[src/rtl/ksz_rx_sequencer.sv]
// ksz_rx_sequencer: KSZ8851 receive command sequencer.
// Drives the shared register bus engine and streams RXQ payload words.
module ksz_rx_sequencer #(
  parameter logic [11:0] MIN_LEN  = 12'd64,
  parameter logic [11:0] MAX_LEN  = 12'd1522,
  parameter int          POLL_DIV = 20
) (
  input  logic        clk40m,
  input  logic        reset,
  input  logic        rxEn,
  input  logic        irqN,
  input  logic [3:0]  state,
  input  logic [15:0] readData,
  output logic [7:0]  offset,
  output logic        length,
  output logic        WR,
  output logic [15:0] writeData,
  output logic        NewCommand,
  output logic        Dummy_Read,
  output logic [15:0] rxData,
  output logic        rxValid,
  output logic        rxFirst,
  output logic        rxLast,
  output logic [11:0] rxByteCount,
  output logic        rxDrop,
  output logic [7:0]  frameCount,
  output logic [1:0]  receiveStatus
);

  localparam logic [3:0] B_ADDR0  = 4'd0;
  localparam logic [3:0] B_READ1  = 4'd4;
  localparam logic [3:0] B_READ2  = 4'd5;
  localparam logic [3:0] B_WRITE1 = 4'd7;
  localparam logic [3:0] B_WRITE2 = 4'd8;
  localparam logic [3:0] B_WAIT   = 4'd9;

  typedef enum logic [3:0] {
    S_IDLE, S_ISR_RD, S_ISR_ACK, S_FCNT, S_HSTAT,
    S_HLEN, S_DROP_RD, S_DROP_WR, S_FDPR, S_SDA_RD,
    S_SDA_WR, S_DATA, S_OFF_RD, S_OFF_WR, S_NEXT
  } step_t;

  typedef enum logic [1:0] {
    P_ISSUE, P_BUSY, P_SAMPLE
  } phase_t;

  step_t  step_q, step_d;
  phase_t phase_q, phase_d;

  logic [POLL_DIV-1:0] poll_q;
  logic [7:0]  frames_q;
  logic [15:0] status_q;
  logic [15:0] rdata_q;
  logic [15:0] rmw_q;
  logic [12:0] cnt_q;

  logic        acc;
  logic        is_wr;
  logic        rmw_wr;
  logic        accept;
  logic        done;
  logic        bad;
  logic [7:0]  off;
  logic [15:0] rmw_val;
  logic [11:0] len_in;
  logic [12:0] len13;
  logic [12:0] rlast;
  logic [12:0] wlast;

  // last read index of the DMA and last payload word index
  assign len13 = {1'b0, rxByteCount};
  assign rlast = 13'd2 + (((len13 + 13'd3) & 13'h1ffc) >> 1);
  assign wlast = ((len13 + 13'd1) >> 1) + 13'd2;
  assign len_in = readData[11:0];

  assign bad = !status_q[15] | status_q[0] | status_q[1]
             | status_q[2] | (len_in < MIN_LEN)
             | (len_in > MAX_LEN);

  always_comb begin
    step_d  = step_q;
    phase_d = phase_q;
    acc     = (step_q != S_IDLE) && (step_q != S_NEXT);
    is_wr   = 1'b0;
    rmw_wr  = 1'b0;
    off     = 8'h00;
    rmw_val = rdata_q;
    unique case (step_q)
      S_ISR_RD:  off = 8'h92;
      S_ISR_ACK: begin off = 8'h92; is_wr = 1'b1; end
      S_FCNT:    off = 8'h9c;
      S_HSTAT:   off = 8'h7c;
      S_HLEN:    off = 8'h7e;
      S_DROP_RD: off = 8'h82;
      S_DROP_WR: begin
        off = 8'h82; is_wr = 1'b1; rmw_wr = 1'b1;
        rmw_val = rdata_q | 16'h0001;
      end
      S_FDPR:    begin off = 8'h86; is_wr = 1'b1; end
      S_SDA_RD:  off = 8'h82;
      S_SDA_WR:  begin
        off = 8'h82; is_wr = 1'b1; rmw_wr = 1'b1;
        rmw_val = rdata_q | 16'h0008;
      end
      S_OFF_RD:  off = 8'h82;
      S_OFF_WR:  begin
        off = 8'h82; is_wr = 1'b1; rmw_wr = 1'b1;
        rmw_val = rdata_q & ~16'h0008;
      end
      default:   off = 8'h00;
    endcase

    accept = acc && (phase_q == P_ISSUE)
           && ((state == B_WAIT) || (state == B_READ2)
           || (state == B_WRITE2));
    done = acc
         && (((phase_q == P_BUSY) && is_wr && (state == B_WRITE1))
         || ((phase_q == P_SAMPLE) && (state == B_READ2)));

    if (accept) phase_d = P_BUSY;
    if ((phase_q == P_BUSY) && !is_wr && (state == B_READ1))
      phase_d = P_SAMPLE;
    if (done) phase_d = P_ISSUE;

    unique case (step_q)
      S_IDLE:
        if (rxEn && (!irqN || (&poll_q))) step_d = S_ISR_RD;
      S_ISR_RD:
        if (done) step_d = readData[13] ? S_ISR_ACK : S_IDLE;
      S_ISR_ACK: if (done) step_d = S_FCNT;
      S_FCNT:
        if (done)
          step_d = (readData[15:8] == 8'd0) ? S_IDLE : S_HSTAT;
      S_HSTAT:   if (done) step_d = S_HLEN;
      S_HLEN:    if (done) step_d = bad ? S_DROP_RD : S_FDPR;
      S_DROP_RD: if (done) step_d = S_DROP_WR;
      S_DROP_WR: if (done) step_d = S_NEXT;
      S_FDPR:    if (done) step_d = S_SDA_RD;
      S_SDA_RD:  if (done) step_d = S_SDA_WR;
      S_SDA_WR:  if (done) step_d = S_DATA;
      S_DATA:    if (done && (cnt_q == rlast)) step_d = S_OFF_RD;
      S_OFF_RD:  if (done) step_d = S_OFF_WR;
      S_OFF_WR:  if (done) step_d = S_NEXT;
      S_NEXT: begin
        if ((frames_q > 8'd1) && rxEn) step_d = S_HSTAT;
        else if (rxEn) step_d = S_ISR_RD;
        else step_d = S_IDLE;
      end
      default:   step_d = S_IDLE;
    endcase
  end

  assign NewCommand = accept;
  assign length     = acc;
  assign WR         = acc && is_wr;
  assign offset     = off;
  assign writeData  = !(acc && is_wr) ? 16'h0000
                    : rmw_wr ? rmw_q
                    : (step_q == S_ISR_ACK) ? 16'h2000
                    : 16'h5000;

  assign receiveStatus = (step_q == S_IDLE) ? 2'b00
                       : rxEn ? 2'b01 : 2'b10;

  always_ff @(posedge clk40m or posedge reset) begin
    if (reset) begin
      step_q      <= S_IDLE;
      phase_q     <= P_ISSUE;
      poll_q      <= '0;
      frames_q    <= 8'd0;
      status_q    <= 16'h0000;
      rdata_q     <= 16'h0000;
      rmw_q       <= 16'h0000;
      cnt_q       <= 13'd0;
      Dummy_Read  <= 1'b0;
      rxData      <= 16'h0000;
      rxValid     <= 1'b0;
      rxFirst     <= 1'b0;
      rxLast      <= 1'b0;
      rxByteCount <= 12'd0;
      rxDrop      <= 1'b0;
      frameCount  <= 8'd0;
    end else begin
      step_q  <= step_d;
      phase_q <= phase_d;
      rxValid <= 1'b0;
      rxFirst <= 1'b0;
      rxLast  <= 1'b0;
      rxDrop  <= 1'b0;
      if ((step_q == S_IDLE) && (step_d == S_IDLE))
        poll_q <= poll_q + 1'b1;
      else
        poll_q <= '0;
      if (done && !is_wr) rdata_q <= readData;
      // the RMW write value is formed once the write reaches Addr0
      if ((phase_q == P_BUSY) && rmw_wr && (state == B_ADDR0))
        rmw_q <= rmw_val;
      if (done && (step_q == S_FCNT)) frames_q <= readData[15:8];
      if (done && (step_q == S_HSTAT)) status_q <= readData;
      if (done && (step_q == S_HLEN)) rxByteCount <= len_in;
      if (done && (step_q == S_DROP_WR)) rxDrop <= 1'b1;
      if (done && (step_q == S_SDA_WR)) begin
        Dummy_Read <= 1'b1;
        cnt_q      <= 13'd0;
      end
      if (done && (step_q == S_DATA)) begin
        cnt_q <= cnt_q + 13'd1;
        if (cnt_q == rlast) Dummy_Read <= 1'b0;
        if ((cnt_q >= 13'd3) && (cnt_q <= wlast)) begin
          rxValid <= 1'b1;
          rxData  <= readData;
          rxFirst <= (cnt_q == 13'd3);
          rxLast  <= (cnt_q == wlast);
        end
      end
      if (done && (step_q == S_OFF_WR)) frameCount <= frameCount + 8'd1;
      if ((step_q == S_NEXT) && (frames_q != 8'd0))
        frames_q <= frames_q - 8'd1;
    end
  end

endmodule

[config.mk]
export PLATFORM = sky130hd
export DESIGN_NAME = ksz_rx_sequencer
export DESIGN_NICKNAME = d
export VERILOG_FILES = /design/src/rtl/ksz_rx_sequencer.sv
export SDC_FILE = /design/constraint.sdc
export NUM_CORES = 1
export LEC_CHECK = 0
export ABC_AREA = 1
export CAP_MARGIN = 20
export CELL_PAD_IN_SITES_DETAIL_PLACEMENT = 0
export CELL_PAD_IN_SITES_GLOBAL_PLACEMENT = 1
export CORE_ASPECT_RATIO = 0.9
export CORE_UTILIZATION = 45
export DETAILED_ROUTE_END_ITERATION = 8
export PLACE_DENSITY_LB_ADDON = 0.15
export REMOVE_ABC_BUFFERS = 1
export SLEW_MARGIN = 20
export SYNTH_ARGS = -nofsm -noshare
export SYNTH_HDL_FRONTEND = slang
export SYNTH_SLANG_ARGS = --single-unit
[constraint.sdc]
create_clock -name clk40m -period 10.25 [get_ports clk40m]
set_clock_uncertainty 0.2 [all_clocks]
set_input_delay 2.05 -clock clk40m [delete_from_list [all_inputs] [get_ports clk40m]]
set_output_delay 2.05 -clock clk40m [all_outputs]
set_load 0.005 [all_outputs]
==> results.json, run 1 <==
{
  "r2r-end": "rxData[13]",
  "die_height_um": 125.4,
  "ir_drop_v": 0.0001161,
  "die_width_um": 139.2,
  "drt_iter0_drc": 444,
  "drt-total-wl_mm": 18.63,
  "post_cts_buffers": 0,
  "period_share_pct": 55.85,
  "wl_per_cell_um": 14.39,
  "drv_cap": 0,
  "max_freq_mhz": 174.7,
  "p_comb_share_pct": 21.5,
  "setup_viol": 0,
  "vias_per_cell": 5.041,
  "diodes": 0,
  "die_area_mm2": 0.01746,
  "vias": 6528,
  "setup_slack_ns": 4.525,
  "worstHoldStart": "rdata_q[9]",
  "dp_slack_ns": 4.540,
  "drtAntennaViolNets": 0,
  "min_path_cells": 2,
  "r2r_start": "rxByteCount[2]",
  "switching_power_w": 0.0005126,
  "cts.sinks": 124,
  "clk_latency_ns": 0.42,
  "place_hpwl_mm": 13.76,
  "ys_ff_latch": 124,
  "numPortBuffers": 92,
  "pwr-share-clk_pct": 38.4,
  "cts_hold_buf": 0,
  "synth_edf_count": 0,
  "synthFlopType": "dfrtp_1",
  "syn_to_final_growth_pct": 21.84,
  "antenna_found_initial": 0,
  "avgSynthCellArea_um2": 7.750,
  "nFillCells": 1580,
  "ys_async_sr_fraction_pct": 100.0,
  "seq_power_share_pct": 40.1,
  "grt_setup_unrepaired": "false",
  "internal-power_w": 0.001073,
  "cp.required_ns": 8.00,
  "drive_above_1_share_pct": 9.375,
  "violations": "DRC",
  "drc": 5,
  "clockBufferDepth": 2,
  "slew_headroom_pct": 35.92,
  "r2r_slack_ns": 5.99,
  "floorplan.rows": 44,
  "outcome": "complete, but fails checks",
  "tritoncts": "done",
  "clkTransAtPathRegs_ns": 0.06,
  "finalHoldViolations": 0,
  "nets": 1121,
  "p_sw_share_pct": 32.34,
  "min_path_type": "reg2reg",
  "grt_max_degree": 65,
  "ys_types": 48,
  "synth.yosys.seq_area_share_pct": 40.73,
  "htree_levels": 4,
  "hold_end": "rmw_q[9]",
  "arrival_ns": 3.47,
  "tightest_slew_ns": 0.9588,
  "crit_path_end_kind": "output port",
  "startpoint_type": "input port",
  "slew_viol_final": 0,
  "first_pass_iters": 9,
  "core_area_mm2": 0.01635,
  "power_w": 0.001585,
  "crit_fanout": 3,
  "netlist_instances": 983,
  "clock_tree.root_cell": "clkbuf_16",
  "worst-r2r-cell-count": 19,
  "grt_pass1_wl_mm": 31.61,
  "ys_warn_count": 0,
  "cts.repair.resized": 0,
  "io_pins": 94,
  "synth_area_mm2": 0.007619,
  "layout_min_cycle_time_ns": 5.725,
  "tns_ns": 0,
  "power_leakage_nw": 4.361,
  "critical_path_class": "in2out",
  "place.gp.congestion": 0.8609,
  "grt_use_total_pct": 22.89,
  "initial_core_util_pct": 46.59,
  "pwr_density_cell_mw_per_mm2": 170.8,
  "grt_pass1_vias": 6269,
  "grt_overflow": 0,
  "cts_made_buffers": 17
}
-- Yosys cell counts, types with 3 or more instances --
master      n  area [µm²]
ha_1       22       275.3
o22ai_1     6       37.54
nor2_1     70       262.8
nor2_4     27       304.0
nand4_1    13       81.33
clkbuf_1   12       45.04
nand3_1    59       295.3
nor3_1     24       120.1
a21oi_1    22       110.1
inv_1     125       469.2
inv_2       3       11.26
nor3b_1     4       30.03
o211ai_1    3       22.52
nor4_1      7       43.79
nand2_1   263       987.2
dfrtp_1   124        3103
buf_2       4       20.02
xnor2_1    12       105.1
o21ai_0    83       415.4
buf_4       3       22.52
nand2_4     4       45.04
and3_1      3       18.77
nor2_2      5       31.28
nand2_2    13       81.33
xor2_1     35       306.5
nand3_2     7       70.07
-- metal layers --
| metal | up-vias | share of wire [%] | global-route usage (%) |
|---|---|---|---|
| li1 | 3342 | - | - |
| met1 | 3033 | 50 | 32.55 |
| met2 | 133 | 45 | 35.68 |
| met3 | 20 | 3.6 | 3.600 |
| met4 | 0 | 1.3 | 7.386 |
| met5 | - | 0 | 0 |
-- final cells by class --
cell class	instances	area, µm²	share of cell area (%)
clock buffers	17	425.4	4.583
well taps	207	259.0	2.790
flip-flops and latches	124	3103	33.43
inverters	130	490.5	5.284
clock inverters	15	165.2	1.779
repair buffers	95	950.9	10.24
multi-input cells	707	3889	41.89
-- power by group through the flow --
| stage | Clock, W | Sequential (W) | Combinational [W] |
|---|---|---|---|
| 2_1_floorplan | 0 | 0.000624 | 0.000224 |
| 3_3_place_gp | 0 | 0.000644 | 0.000339 |
| 3_5_place_dp | 0 | 0.000644 | 0.000340 |
| 4_1_cts | 0.000623 | 0.000636 | 0.000343 |
| 5_1_grt | 0.000644 | 0.000647 | 0.000395 |
| 6_report | 0.000609 | 0.000636 | 0.000341 |
-- flip-flops by register name, summed over array words and instances (netlist names) --
signal and flops:
cnt_q 13, status_q 4, step_q 4, frames_q 8, frameCount 8, Dummy_Read 1
rxValid 1, rxData 16, rdata_q 16, rxFirst 1, rxLast 1, phase_q 2
rxDrop 1, rxByteCount 12, rmw_q 16, poll_q 20
-- worst max path at each step --
stage	from	to	slack, ns
3_5_place_dp	state[2]	NewCommand	4.54
6_report	state[2]	NewCommand	4.53
2_1_floorplan	reset	Dummy_Read	4.70
3_3_place_gp	state[2]	NewCommand	4.53
4_1_cts	state[2]	NewCommand	4.52
5_1_grt	state[2]	NewCommand	4.43
-- per-stage QoR --
step	hold WS [ns]	instances	area, µm²	util, %
floorplan	0.2422	961	7480	-
global placement	0.2510	1262	8677	53.07
detailed placement	0.2564	1262	8677	53.07
CTS	0.2715	1294	9268	56.68
global route	0.2865	1295	9283	56.77
finish	0.2672	1295	9283	56.77
-- layout by cell type, fill, tap and decap left out, types with 4 or more instances in the layout --
| cell type | netlist | layout |
|---|---|---|
| ha_1 | 22 | 22 |
| a21oi_1 | 22 | 22 |
| clkbuf_16 | 0 | 17 |
| nand3_2 | 7 | 7 |
| inv_6 | 0 | 4 |
| nand4_1 | 13 | 13 |
| nor4_1 | 7 | 7 |
| xor2_1 | 35 | 35 |
| nor2_1 | 70 | 70 |
| xnor2_1 | 12 | 12 |
| clkdlybuf4s50_1 | 0 | 92 |
| nand2_2 | 13 | 13 |
| nor2_4 | 27 | 27 |
| nor3_1 | 24 | 24 |
| nor2_2 | 5 | 5 |
| nand3_1 | 59 | 59 |
| o22ai_1 | 6 | 6 |
| o21ai_0 | 83 | 83 |
| dfrtp_1 | 124 | 124 |
| nor3b_1 | 4 | 4 |
| nand2_4 | 4 | 4 |
| inv_1 | 125 | 124 |
| nand2_1 | 263 | 263 |
| clkinvlp_4 | 0 | 6 |
-- cells by family after synthesis --
family | count (synthesis) | synth area share, %
xor+xnor | 48 | 5.715
fa+ha+maj | 22 | 3.613
other cells | 2 | 0.09858
compound gates | 127 | 9.016
simple gates | 506 | 32.32
flops | 124 | 40.73
mux | 2 | 0.2792
buf+inv | 152 | 8.228
-- worst max-delay path, cell delays in order --
cell	delay [ns]
clkdlybuf4s50_1	0.47
inv_1	0.06
nor2_1	0.08
nand2_1	0.08
a21oi_1	0.19
clkdlybuf4s50_1	0.53
(Power assumes the default switching activity.)
==> run 2: changes to the inputs <==
Settings changed: CORE_UTILIZATION 45 to 42.
Clock period 10.25 ns to 5.58 ns, I/O delays scaled along.
==> run 2 against run 1 <==
  * The run now ends clean
  * Largest power group unchanged
  * Clock power increased by 92%
  * Via count decreased by 0.67%
  * Register-to-register slack got worse by 4.4 ns
==> results.json, run 2 (synthesis gave the netlist of run 1 again) <==
{
  "drc": 0,
  "dp_slack_ns": 1.442,
  "io_pins": 94,
  "min_path_type": "reg2reg",
  "drt-total-wl_mm": 19.23,
  "floorplan.rows": 46,
  "crit_buf_inv": 3,
  "slew_headroom_pct": 38.51,
  "timing.hold.ws_ns": 0.2708,
  "vias": 6484,
  "setup_slack_ns": 1.286,
  "grt_pass1_vias": 6130,
  "htree_levels": 4,
  "power_w": 0.002970,
  "first_pass_iters": 5,
  "layout_commonest_cell": "nand2_1",
  "die_area_mm2": 0.01868,
  "diodes": 0,
  "crit_fanout": 17,
  "grt_overflow": 0,
  "numPortBuffers": 92,
  "clock_tree.root_cell": "clkbuf_16",
  "grt_pass1_wl_mm": 32.05,
  "die_width_um": 144.0,
  "cp.required_ns": 4.26,
  "post_cts_buffers": 0,
  "grt_use_total_pct": 22.45,
  "max_freq_mhz": 232.9,
  "die_height_um": 129.8,
  "period_share_pct": 76.95,
  "clk_latency_ns": 0.42,
  "finalHoldViolations": 0,
  "cts_hold_buf": 0,
  "final_util_pct": 52.92,
  "place.gp.congestion": 0.8428,
  "drt_iter0_drc": 422,
  "cts_made_buffers": 17,
  "setup_viol": 0,
  "cts.repair.resized": 0,
  "arrival_ns": 2.98,
  "place_hpwl_mm": 14.18,
  "grt_max_degree": 73,
  "final_cell_mix": "nand2_1 (263), dfrtp_1 (124), inv_1 (124)",
  "path_cells": "inv_2 > nand2_1 > nor2_1 > nor2_4 > clkinv_1 > a211oi_1 > nand2_1 > clkdlybuf4s50_1",
  "slew_viol_final": 0,
  "antenna_found_initial": 0,
  "syn_to_final_growth_pct": 22.75,
  "critPathSlowestCell": "clkinv_1",
  "critical_path_class": "reg2out",
  "core_area_mm2": 0.01767,
  "tritoncts": "done",
  "wl_per_cell_um": 14.47,
  "startpoint_type": "flop",
  "power_leakage_nw": 4.384,
  "pwr_density_cell_mw_per_mm2": 317.5,
  "crit_path_end_kind": "output port",
  "drtAntennaViolNets": 0,
  "tns_ns": 0,
  "tightest_slew_ns": 0.9224,
  "layout_min_cycle_time_ns": 4.294,
  "clkTransAtPathRegs_ns": 0.06,
  "drive_above_1_share_pct": 9.366,
  "largest_register": "poll_q",
  "ir_drop_v": 0.0002082,
  "drv_cap": 0,
  "initial_core_util_pct": 43.12,
  "outcome": "completed",
  "nets": 1122,
  "clockBufferDepth": 2,
  "max_stage_delay_ns": 0.49,
  "crit_top_cell": "nand2_1",
  "largest_reg_flops": 20,
  "vias_per_cell": 4.879,
  "cts.sinks": 124,
  "critPathTopFamily": "buffers and inverters",
  "grt_setup_unrepaired": "false"
}
[run 2: power breakdown]
part / internal (W) / leakage, nW / total (W) / switching (W)
combinational: 0.000270 / 2.46 / 0.000630 / 0.000360
clock: 0.000730 / 0.293 / 0.00117 / 0.000436
sequential: 0.00104 / 1.63 / 0.00117 / 0.000136
[run 2: final timing paths]
check	end	slack [ns]	cells after the start	from
worst min register to register	rmw_q[4]	0.27	2	rdata_q[4]
max in group asynchronous	cnt_q[7]	3.20	3	reset
worst max register to register	rxData[5]	1.55	19	rxByteCount[2]
worst min-delay path	rmw_q[4]	0.27	2	rdata_q[4]
worst max-delay path	offset[7]	1.29	8	step_q[2]
min in group asynchronous	frames_q[1]	1.06	2	reset
[run 2: per-stage QoR]
stage / area [µm²] / std cells
2_1_floorplan: 7480 / 961
3_3_place_gp: 8733 / 1297
3_5_place_dp: 8733 / 1297
4_1_cts: 9351 / 1329
5_1_grt: 9351 / 1329
6_report: 9351 / 1329
[run 2: routing by layer]
metal / up-vias / track usage (%) / share of wire [%]
li1: 3343 / - / -
met2: 125 / 34.87 / 44
met3: 16 / 4.991 / 3.9
met4: 0 / 4.568 / 0.85
met5: - / 0 / 0
met1: 3000 / 32.08 / 51
[run 2: cell type report]
cell class,instances,area (µm²)
well taps,240,300.3
multi-input cells,707,3889
clock inverters,12,161.4
flip-flops and latches,124,3103
inverters,130,490.5
fillers,1747,8318
clock buffers,20,456.7
repair buffers,96,950.9
[run 2: worst reg2reg max path: stages, from the launching register on]
cell      delay [ns]
dfrtp_1         0.56
inv_1           0.18
nor3_1          0.42
xor2_1          0.24
nand3_1         0.14
nor2_1          0.14
nand2_1         0.09
nor3b_1         0.31
xnor2_1         0.11
ha_1            0.33
nand4_1         0.13
nor2_1          0.12
nor2_1          0.04
o21ai_0         0.13
nand3_1         0.08
nand2_1         0.07
nand2_1         0.07
nand3b_1        0.09
buf_4           0.29
o21ai_0         0.16
